==> config.mk <==
export PLATFORM = sky130hd
export DESIGN_NAME = ysyx_22050598_pipe_skid_reg
export DESIGN_NICKNAME = d
export VERILOG_FILES = /design/src/rtl/ysyx_22050598_pipe_skid_reg.sv
export SDC_FILE = /design/constraint.sdc
export NUM_CORES = 1
export LEC_CHECK = 0
export CAP_MARGIN = 20
export CORE_ASPECT_RATIO = 1.5
export CORE_MARGIN = 4
export CORE_UTILIZATION = 51
export CTS_CLUSTER_SIZE = 14
export DETAILED_ROUTE_END_ITERATION = 10
export PLACE_DENSITY = 0.8
export SYNTH_ARGS = -nofsm -noshare
export SYNTH_HDL_FRONTEND = slang
export SYNTH_SLANG_ARGS = --single-unit
==> constraint.sdc <==
create_clock -name clk -period 6.6 [get_ports clk]
set_clock_uncertainty 0.05 [all_clocks]
set_input_delay 1.32 -clock clk [delete_from_list [all_inputs] [get_ports clk]]
set_output_delay 1.32 -clock clk [all_outputs]
set_load 0.01 [all_outputs]
==> src/rtl/ysyx_22050598_pipe_skid_reg.sv <==
// Pipeline stage register: two-entry skid buffer (SKID_EN=1) or single-entry
// register (SKID_EN=0), with a saturating count of stalled output cycles.
module ysyx_22050598_pipe_skid_reg #(
    parameter int DW      = 71,
    parameter int SKID_EN = 1,
    parameter int CNT_W   = 32
) (
    input  logic             clk,
    input  logic             rst,
    input  logic             flush,
    input  logic             in_valid,
    output logic             in_ready,
    input  logic [DW-1:0]    in_data,
    output logic             out_valid,
    input  logic             out_ready,
    output logic [DW-1:0]    out_data,
    output logic [1:0]       occupancy,
    output logic [CNT_W-1:0] stall_cnt
);

    // Reject parameter values the datapath cannot represent
    if (DW < 1 || CNT_W < 1 || SKID_EN < 0 || SKID_EN > 1) begin : g_bad_param
        $error("ysyx_22050598_pipe_skid_reg: unsupported DW/SKID_EN/CNT_W");
    end

    if (SKID_EN == 1) begin : g_skid
        typedef enum logic [1:0] {
            ST_EMPTY = 2'd0,
            ST_FULL  = 2'd1,
            ST_SKID  = 2'd2
        } state_e;

        state_e          state_q, state_d;
        logic [DW-1:0]   main_q, main_d;
        logic [DW-1:0]   skid_q, skid_d;
        logic            in_ready_q, in_ready_d;
        logic            in_xfer;
        logic            out_xfer;

        assign in_xfer  = in_valid & in_ready_q & ~flush;
        assign out_xfer = (state_q != ST_EMPTY) & out_ready;

        // State, payload and ready registers
        always_ff @(posedge clk) begin
            if (rst) begin
                state_q    <= ST_EMPTY;
                main_q     <= '0;
                skid_q     <= '0;
                in_ready_q <= 1'b1;
            end else begin
                state_q    <= state_d;
                main_q     <= main_d;
                skid_q     <= skid_d;
                in_ready_q <= in_ready_d;
            end
        end

        // Next-state: flush always empties the stage
        always_comb begin
            state_d = state_q;
            if (flush) begin
                state_d = ST_EMPTY;
            end else begin
                case (state_q)
                    ST_EMPTY: if (in_xfer) state_d = ST_FULL;
                    ST_FULL: begin
                        if (in_xfer && !out_xfer)      state_d = ST_SKID;
                        else if (!in_xfer && out_xfer) state_d = ST_EMPTY;
                    end
                    ST_SKID:  if (out_xfer) state_d = ST_FULL;
                    default:  state_d = ST_EMPTY;
                endcase
            end
        end

        // Payload steering and registered ready (ready is a pure decode of next state)
        always_comb begin
            main_d     = main_q;
            skid_d     = skid_q;
            in_ready_d = (state_d != ST_SKID);
            case (state_q)
                ST_EMPTY: if (in_xfer) main_d = in_data;
                ST_FULL: begin
                    if (in_xfer && out_xfer) main_d = in_data;
                    else if (in_xfer)        skid_d = in_data;
                end
                ST_SKID:  if (out_xfer) main_d = skid_q;
                default: ;
            endcase
        end

        assign in_ready  = in_ready_q;
        assign out_valid = (state_q != ST_EMPTY);
        assign out_data  = main_q;
        assign occupancy = (state_q == ST_SKID) ? 2'd2 :
                           (state_q == ST_FULL) ? 2'd1 : 2'd0;
    end else begin : g_reg
        logic            valid_q, valid_d;
        logic [DW-1:0]   main_q, main_d;
        logic            in_xfer;
        logic            out_xfer;

        assign in_ready = ~valid_q | out_ready;
        assign in_xfer  = in_valid & in_ready & ~flush;
        assign out_xfer = valid_q & out_ready;

        // Single entry register
        always_ff @(posedge clk) begin
            if (rst) begin
                valid_q <= 1'b0;
                main_q  <= '0;
            end else begin
                valid_q <= valid_d;
                main_q  <= main_d;
            end
        end

        // Load on accept, drain on delivery, flush discards
        always_comb begin
            valid_d = valid_q;
            main_d  = main_q;
            if (flush) begin
                valid_d = 1'b0;
            end else if (in_xfer) begin
                valid_d = 1'b1;
                main_d  = in_data;
            end else if (out_xfer) begin
                valid_d = 1'b0;
            end
        end

        assign out_valid = valid_q;
        assign out_data  = main_q;
        assign occupancy = {1'b0, valid_q};
    end

    logic [CNT_W-1:0] stall_q, stall_d;

    // Saturating count of cycles where the head is offered but not taken
    always_comb begin
        stall_d = stall_q;
        if (out_valid && !out_ready && (stall_q != {CNT_W{1'b1}})) begin
            stall_d = stall_q + CNT_W'(1);
        end
    end

    // Stall counter register; flush leaves it alone
    always_ff @(posedge clk) begin
        if (rst) stall_q <= '0;
        else     stall_q <= stall_d;
    end

    assign stall_cnt = stall_q;

endmodule

# Word-level counts from Yosys, hierarchy flattened

Cells that the tools add are included.

Add/sub/neg operators: 1
Eq/ne operators: 7
Muxes and demuxes: 12
Bitwise gates (word level): 5
Reductions and logical operators: 13

Operators with widths:

| operator              | count |
|---|---|
| $mux 71               | 3 |
| $pmux 71 s3           | 1 |
| $add 32x1->32 const B | 1 |
| $ne 32x32->1 const B  | 1 |
| $mux 2                | 6 |
| $ne 2x2->1 const B    | 4 |
| $pmux 2 s3            | 1 |
| $logic_and 1x1->1     | 5 |
| $reduce_and 4->1      | 1 |
| $and 1x1->1           | 3 |
| $logic_not 1->1       | 3 |
| $reduce_and 3->1      | 1 |
| $reduce_bool 3->1     | 1 |
| $eq 2x1->1 const B    | 1 |
| $eq 2x2->1 const B    | 1 |
| $logic_not 2->1       | 1 |
| $not 1->1             | 2 |
| $reduce_bool 2->1     | 1 |
| $mux 1                | 1 |

Register bits: 177
Input port bits: 76
Output and inout port bits: 107
Word-level logic and storage cells: 43

# Depth between registers and ports, before layout

Gate-level depths: netlist (run 1).

Word-level depth: 9
Gate-level depth with buffers: 9
Gate-level depth less buffers: 6

# Worst setup path after synthesis (run 1)

Ideal clock, no wire load.

Path type: input port to flip-flop
From: in out_ready
To: reg stall_q[27], in the netlist stall_cnt[27]
Library setup time: 70 ps
Data arrival time: 2739 ps
Data required time: 6480 ps
Slack: 3740 ps
Stages on the path: 5
Buffers on the path: 0
Cells stage by stage: o21bai_1 nor4_1 o2111ai_1 or4_1 a21oi_1

Cells in the longest elaborated chain, start to end: 3

Ends and longest elaborated chain:

| element                        | RTL line | text |
|---|---|---|
| start: declaration             | 15       | `input logic out_ready,` |
| $logic_not 1->1                | 142      | `if (out_valid && !out_ready && (stall_q != {CNT_W{1'b1}})) begin` |
| $logic_and 1x1->1 (2 in a row) | 142      |  |
| end signal: assignment         | 150      | `else stall_q <= stall_d;` |
| end: declaration               | 137      | `logic [CNT_W-1:0] stall_q, stall_d;` |

Every way passes these cells.
A chain may end at the register's enable or synchronous reset.

# Worst setup path in the final report (run 1)

From: in out_ready
To: reg g_skid.main_q[58], in the netlist out_data[58]

Cells in the longest elaborated chain, start to end: 4
Elaborated cells between the ends (all ways): 5
Classes of those cells: eq/ne: 2; bitwise: 1; reduce/logical: 2

Ends and longest elaborated chain:

| element                               | RTL line | text |
|---|---|---|
| $and 1x1->1 (*)                       | 41       | `assign out_xfer = (state_q != ST_EMPTY) & out_ready;` |
| $logic_and 1x1->1                     | 84       | `if (in_xfer && out_xfer) main_d = in_data;` |
| $ne 2x2->1 (no source line)           | --       |  |
| $reduce_and 4->1 (no source line) (*) | --       |  |
| end signal: assignment                | 52       | `main_q <= main_d;` |
| end: declaration                      | 34       | `logic [DW-1:0] main_q, main_d;` |

Mark *: on every way between the ends. The rest lies on a longest branch, timed or not.

==> run_summary.xml, run 1 <==
<?xml version="1.0" encoding="UTF-8"?>
<metrics>
  <group name="detailed_routing">
    <metric name="routed-via-count" unit="">7050</metric>
    <metric name="pre_repair_dr_iteration_count" unit="">5</metric>
    <metric name="via_per_inst" unit="">5.69</metric>
    <metric name="antenna_left" unit="">0</metric>
    <metric name="drc" unit="">0</metric>
    <metric name="wl_per_cell" unit="um">15.8</metric>
    <metric name="wl" unit="um">19600</metric>
    <metric name="drtIter0Drc" unit="">429</metric>
  </group>
  <group name="clock_tree">
    <metric name="clock_insertion_delay_worst_skew" unit="ns">0.42</metric>
    <metric name="cts.hold.buffers_added" unit="">0</metric>
    <metric name="post_cts.repair.setup_buffers" unit="">0</metric>
    <metric name="numClockSinks" unit="">177</metric>
    <metric name="cts_max_path_buffers" unit="">2</metric>
    <metric name="cts-root-buf" unit="">clkbuf_16</metric>
    <metric name="post_cts.resized_instances" unit="">0</metric>
    <metric name="cts_inserted_buffers" unit="">17</metric>
    <metric name="cts.reportedPaths.clkPinSlew" unit="ns">0.06</metric>
    <metric name="maximum_level_of_the_cts_h_tree" unit="">4</metric>
    <metric name="cts_tree" unit="">built</metric>
  </group>
  <group name="logic_synthesis">
    <metric name="postSynthNetCount" unit="">1003</metric>
    <metric name="synth_enable_flop_cells" unit="">0</metric>
    <metric name="post_synth_instance_area" unit="um2">7200</metric>
    <metric name="ys_seq_elements" unit="">177</metric>
    <metric name="cell_type_with_the_largest_total_area_after_synthesis" unit="">dfxtp_1</metric>
    <metric name="yosys.area.top_type_share" unit="%">49.2</metric>
    <metric name="ys.flop_type" unit="">dfxtp_1</metric>
    <metric name="ys_warn_count" unit="">0</metric>
    <metric name="synth_async_sr_flop_share" unit="%">0</metric>
    <metric name="synth.yosys.seq_area_share" unit="%">49.2</metric>
    <metric name="synthDistinctLibCells" unit="">42</metric>
    <metric name="cell_count_after_synthesis" unit="">926</metric>
    <metric name="synth.avg_cell_area" unit="um2">7.78</metric>
    <metric name="synth_area_leaders" unit="">dfxtp_1, nand2_1, a311oi_1, a21oi_1, nor2_1</metric>
  </group>
  <group name="layout">
    <metric name="layout-drive-gt1-share" unit="%">4.92</metric>
    <metric name="num-nets-final" unit="">1143</metric>
    <metric name="n_antenna_cell" unit="">0</metric>
    <metric name="fillcell_total" unit="">1134</metric>
    <metric name="number_of_standard_cells_in_the_final_layout_excluding_fillers" unit="">1239</metric>
    <metric name="flow.area_growth_from_synthesis" unit="%">33.1</metric>
  </group>
  <group name="sta">
    <metric name="grt_setup_unrepaired" unit="">false</metric>
    <metric name="timing.final.crit_share" unit="%">56.1</metric>
    <metric name="timing.setup.tns" unit="ns">0</metric>
    <metric name="timing.fmax" unit="MHz">270</metric>
    <metric name="setup_viol" unit="">0</metric>
    <metric name="worst_hold_slack_after_final_layout" unit="ns">0.403</metric>
    <metric name="min_period" unit="ns">3.71</metric>
    <metric name="tightestPinTransition" unit="ns">1.11</metric>
    <metric name="timing_max_transition_violations_final" unit="">0</metric>
    <metric name="finalHoldViolCount" unit="">0</metric>
    <metric name="max-slew-margin-rel" unit="%">25.0</metric>
  </group>
  <group name="place">
    <metric name="post-place-cells" unit="">1208</metric>
    <metric name="numPortBuffers" unit="">182</metric>
    <metric name="gp_routability_congestion" unit="">0.880</metric>
    <metric name="hpwl_reported_at_the_end_of_detailed_placement" unit="um">12700</metric>
  </group>
  <group name="global_routing">
    <metric name="first_global_vias" unit="">6666</metric>
    <metric name="grtUsageTotal" unit="%">23.9</metric>
    <metric name="globalRoute.totalOverflow" unit="">0</metric>
    <metric name="grt_antenna_before_repair" unit="">0</metric>
    <metric name="maximum_number_of_pins_on_one_net_before_global_route_repair" unit="">88</metric>
    <metric name="grt_pass1_wl" unit="um">31900</metric>
  </group>
  <group name="setup_path">
    <metric name="r2r_slack" unit="ns">3.56</metric>
    <metric name="cp_max_fo" unit="">50</metric>
    <metric name="critical_path.reg2reg.endpoint" unit="">out_data[58]</metric>
    <metric name="arrival_time_of_the_worst_setup_path" unit="ns">3.97</metric>
    <metric name="ff2ff_path_depth" unit="">8</metric>
    <metric name="crit_start" unit="">out_ready</metric>
    <metric name="timing_worst_setup_path_type" unit="">in2reg</metric>
    <metric name="startpoint_type" unit="">input pin</metric>
    <metric name="crit-reg2reg-launch" unit="">g_skid.state_q[0]</metric>
    <metric name="crit_path_capture_type" unit="">register</metric>
    <metric name="worst-endpoint-required" unit="ns">6.86</metric>
  </group>
  <group name="hold_path">
    <metric name="holdPathEnd" unit="">g_skid.skid_q[65]</metric>
    <metric name="hp-start" unit="">g_skid.skid_q[65]</metric>
    <metric name="min_path_type" unit="">reg2reg</metric>
    <metric name="timing.hold.worst_path_depth" unit="">2</metric>
  </group>
  <group name="die">
    <metric name="placeableCoreArea" unit="um2">13700</metric>
    <metric name="fp.dieW" unit="um">105</metric>
    <metric name="die_area" unit="um2">16100</metric>
    <metric name="dieHeight" unit="um">154</metric>
    <metric name="initial_core_util" unit="%">52.7</metric>
    <metric name="rows" unit="">52</metric>
    <metric name="total_i_o_pin_count" unit="">183</metric>
  </group>
  <group name="pwr">
    <metric name="leakage_component_of_the_power" unit="nW">3.28</metric>
    <metric name="power_density" unit="nW/um2">238</metric>
    <metric name="worst_ir_drop_vdd" unit="mV">0.175</metric>
  </group>
  <group name="run">
    <metric name="count_of_maximum_capacitance_violations" unit="">0</metric>
  </group>
  <group name="run_status">
    <metric name="status" unit="">complete, no violations</metric>
  </group>
</metrics>
[cells in the mapped netlist (2+ instances only)]
cell and instances:
a21oi_1 94, a311oi_1 71, and2_1 3, and3_1 5
and4_1 5, clkbuf_1 70, dfxtp_1 177, inv_1 9
nand2_1 300, nand2b_1 5, nand3_1 9, nand4_1 6
nor2_1 83, nor3_1 3, nor4_1 5, o211ai_1 5
o21ai_0 15, o31ai_1 11, or2_2 2, or3_1 12
or4_1 10, xnor2_1 2, xor2_1 5
[where the power goes]
group	switching, mW	total [mW]	internal, mW
logic	0.111	0.236	0.125
registers	0.0219	1.13	1.10
clock network	0.433	0.920	0.487
[layout by cell type (no fill, tap or decap), types with 11 or more instances in the layout]
cell / count
buf_4: 11
nor2_1: 83
a311oi_1: 71
clkbuf_16: 17
a21oi_1: 94
nand2_1: 300
dfxtp_1: 177
o21ai_0: 15
o31ai_1: 11
or3_1: 12
clkdlybuf4s50_1: 181
[worst max-delay path by stage]
stage / endpoint / slack (ns) / cells after the start
finish: out_data[58] / 2.89 / 7
global route: out_data[28] / 2.62 / 7
CTS: out_data[58] / 2.87 / 7
detailed placement: out_data[20] / 2.48 / 7
global placement: out_data[26] / 2.61 / 7
floorplan: stall_cnt[27] / 3.74 / 5
[metrics by stage]
stage	power (mW)	util [%]	setup WS (ns)	area (um2)
after CTS	2.30	70.1	2.87	9580
after detailed placement	1.39	66.2	2.48	9050
after floorplan	1.25	-	3.74	7200
after global routing	2.37	70.1	2.62	9580
after global placement	1.38	66.2	2.61	9050
final	2.28	70.1	2.89	9580
[layer usage]
metal,up-vias,wire [um],track usage [%]
met3,37,1120,6.38
met4,0,581,10.1
met5,-,0,0
met2,205,9910,41.1
met1,3334,7990,27.9
li1,3474,-,-
[flip-flops by register name (all words and copies together), names as in the netlist]
signal and count:
g_skid.skid_q 71, stall_cnt 32, g_skid.state_q 2, in_ready 1, out_data 71
[cell families (layout without fill, tap and decap cells)]
logic type,Yosys count,after routing,share of synthesized area [%]
xor gates and xnor gates,7,7,0.851
AOI/OAI and AO/OA,201,201,18.4
and+or+nand+nor,456,456,26.8
muxes,2,2,0.295
adders and majority gates,1,1,0.174
buffers and inverters,82,233,4.29
DFF,177,177,49.2
[cell type report]
cell class | instances | area (um2) | share of cell area, %
inverter | 10 | 37.5 | 0.392
timing repair buffer | 193 | 1900 | 19.8
clock inverter | 12 | 100 | 1.04
clock buffer | 18 | 429 | 4.48
tap | 162 | 203 | 2.12
sequential | 177 | 3540 | 37.0
multi-input combinational | 667 | 3370 | 35.2
[worst max-delay path: stages]
cell and delay [ns]:
clkdlybuf4s50_1 0.59, nand2b_1 0.17, nand2_1 0.09, o21ai_4 0.80, buf_4 0.58, nor2_1 0.10
a311oi_1 0.29
(Power assumes the default switching activity.)
==> inputs of run 2 (changes only) <==
- CORE_UTILIZATION: 51 -> 49
- PLACE_DENSITY: 0.8 -> 0.77
- clock period: 6.6 -> 3.72 ns (I/O delays scaled with it)
==> run_summary.xml, run 2 (same netlist as run 1, synthesis figures left out) <==
<?xml version="1.0" encoding="UTF-8"?>
<metrics>
  <group name="die">
    <metric name="initial_core_util" unit="%">49.8</metric>
    <metric name="placeableCoreArea" unit="um2">14500</metric>
    <metric name="total_i_o_pin_count" unit="">183</metric>
    <metric name="fp.dieW" unit="um">107</metric>
    <metric name="die_area" unit="um2">16700</metric>
    <metric name="dieHeight" unit="um">156</metric>
    <metric name="rows" unit="">54</metric>
  </group>
  <group name="clock_tree">
    <metric name="cts.hold.buffers_added" unit="">0</metric>
    <metric name="cts_inserted_buffers" unit="">17</metric>
    <metric name="maximum_level_of_the_cts_h_tree" unit="">4</metric>
    <metric name="post_cts.repair.setup_buffers" unit="">0</metric>
    <metric name="cts_tree" unit="">built</metric>
    <metric name="cts-root-buf" unit="">clkbuf_16</metric>
    <metric name="post_cts.resized_instances" unit="">0</metric>
    <metric name="numClockSinks" unit="">177</metric>
    <metric name="cts_max_path_buffers" unit="">2</metric>
    <metric name="clock_insertion_delay_worst_skew" unit="ns">0.41</metric>
    <metric name="cts.reportedPaths.clkPinSlew" unit="ns">0.07</metric>
  </group>
  <group name="setup_path">
    <metric name="startpoint_type" unit="">input pin</metric>
    <metric name="timing_worst_setup_path_type" unit="">in2reg</metric>
    <metric name="cp_max_fo" unit="">13</metric>
    <metric name="crit_path_capture_type" unit="">register</metric>
    <metric name="crit-reg2reg-launch" unit="">stall_cnt[0]</metric>
    <metric name="crit_start" unit="">out_ready</metric>
    <metric name="arrival_time_of_the_worst_setup_path" unit="ns">3.16</metric>
    <metric name="worst-endpoint-required" unit="ns">4.02</metric>
  </group>
  <group name="layout">
    <metric name="area.sequential" unit="um2">3540</metric>
    <metric name="num-nets-final" unit="">1144</metric>
    <metric name="layout-drive-gt1-share" unit="%">5.19</metric>
    <metric name="multiInputGateArea" unit="um2">3370</metric>
    <metric name="n_antenna_cell" unit="">0</metric>
    <metric name="fillcell_total" unit="">1242</metric>
    <metric name="final_design_area_no_fill" unit="um2">9790</metric>
    <metric name="layout.cells.most_common" unit="">nand2_1</metric>
    <metric name="highest_count_cells_in_the_layout_ignoring_fill_and_taps" unit="">nand2_1, clkdlybuf4s50_1, dfxtp_1</metric>
    <metric name="flow.area_growth_from_synthesis" unit="%">36.0</metric>
  </group>
  <group name="detailed_routing">
    <metric name="pre_repair_dr_iteration_count" unit="">5</metric>
    <metric name="antenna_left" unit="">0</metric>
    <metric name="drc" unit="">0</metric>
    <metric name="via_per_inst" unit="">5.45</metric>
    <metric name="routed-via-count" unit="">6947</metric>
    <metric name="wl_per_cell" unit="um">15.0</metric>
    <metric name="wl" unit="um">19200</metric>
    <metric name="drtIter0Drc" unit="">381</metric>
  </group>
  <group name="sta">
    <metric name="timing.fmax" unit="MHz">349</metric>
    <metric name="timing_max_transition_violations_final" unit="">0</metric>
    <metric name="setup_viol" unit="">0</metric>
    <metric name="grt_setup_unrepaired" unit="">false</metric>
    <metric name="tightestPinTransition" unit="ns">0.989</metric>
    <metric name="timing.final.crit_share" unit="%">77.0</metric>
    <metric name="min_period" unit="ns">2.86</metric>
    <metric name="timing.setup.tns" unit="ns">0</metric>
    <metric name="max-slew-margin-rel" unit="%">33.5</metric>
    <metric name="finalHoldViolCount" unit="">0</metric>
  </group>
  <group name="place">
    <metric name="hpwl_reported_at_the_end_of_detailed_placement" unit="um">12400</metric>
    <metric name="placement_cell_area" unit="um2">9140</metric>
    <metric name="gp_routability_congestion" unit="">0.853</metric>
    <metric name="numPortBuffers" unit="">182</metric>
  </group>
  <group name="global_routing">
    <metric name="first_global_vias" unit="">6462</metric>
    <metric name="globalRoute.totalOverflow" unit="">0</metric>
    <metric name="grtUsageTotal" unit="%">22.8</metric>
    <metric name="maximum_number_of_pins_on_one_net_before_global_route_repair" unit="">84</metric>
    <metric name="grt_antenna_before_repair" unit="">0</metric>
    <metric name="grt_pass1_wl" unit="um">31300</metric>
  </group>
  <group name="pwr">
    <metric name="leakage_component_of_the_power" unit="nW">3.36</metric>
    <metric name="power_density" unit="nW/um2">445</metric>
    <metric name="worst_ir_drop_vdd" unit="mV">0.354</metric>
  </group>
  <group name="hold_path">
    <metric name="hp-start" unit="">g_skid.skid_q[61]</metric>
    <metric name="min_path_type" unit="">reg2reg</metric>
  </group>
  <group name="run_status">
    <metric name="status" unit="">complete, no violations</metric>
  </group>
  <group name="run">
    <metric name="count_of_maximum_capacitance_violations" unit="">0</metric>
  </group>
</metrics>
-- run 2: cell count changes in the layout (fill, tap and decap cells not counted), moves of 2 or more --
cell        change
bufinv_16       +4
clkinvlp_4      -3
clkbuf_8        +2
buf_12          +3
inv_6           -2
-- run 2: through the flow --
| step | hold slack, ns | util (%) | instances | worst slack (ns) | total power [mW] |
|---|---|---|---|---|---|
| 2_1_floorplan | 0.387 | - | 926 | 1.21 | 2.21 |
| 3_3_place_gp | 0.392 | 63.2 | 1243 | 0.487 | 2.46 |
| 3_5_place_dp | 0.397 | 63.2 | 1243 | 0.392 | 2.46 |
| 4_1_cts | 0.406 | 67.7 | 1274 | 0.813 | 4.40 |
| 5_1_grt | 0.420 | 67.7 | 1275 | 0.666 | 4.53 |
| 6_report | 0.404 | 67.7 | 1275 | 0.857 | 4.36 |
-- run 2: power breakdown --
part	internal (mW)	switching (mW)	total, mW
sequential	1.96	0.0375	2.00
combinational	0.227	0.197	0.423
clock	1.18	0.761	1.94
-- run 2: cell type report --
| type | instances | share of cell area, % |
|---|---|---|
| sequential | 177 | 36.2 |
| multi-input combinational | 667 | 34.4 |
| timing repair buffer | 194 | 19.9 |
| clock buffer | 19 | 4.63 |
| tap | 196 | 2.50 |
| clock inverter | 12 | 1.99 |
| inverter | 10 | 0.383 |
-- run 2: final timing paths --
kind | endpoint | slack [ns] | cells after the start
worst max-delay path | stall_cnt[31] | 0.86 | 7
worst min-delay path | g_skid.skid_q[61] | 0.40 | 2
worst max register to register | stall_cnt[17] | 0.99 | 6
worst min register to register | g_skid.skid_q[61] | 0.40 | 2
-- run 2: routing by layer --
layer | GRT usage, % | part of all wire [%] | vias to the layer above
li1 | - | - | 3471
met1 | 27.7 | 41 | 3228
met2 | 37.7 | 50 | 206
met3 | 6.03 | 5.9 | 42
met4 | 10.3 | 3.4 | 0
met5 | 0 | 0 | -
-- run 2: worst max-delay path, cell delays in order --
cell and delay [ns]:
clkdlybuf4s50_1 0.52, o21bai_1 0.29, buf_4 0.22, nor4_1 0.46
o2111ai_1 0.31, or4_1 0.47, a21oi_1 0.15
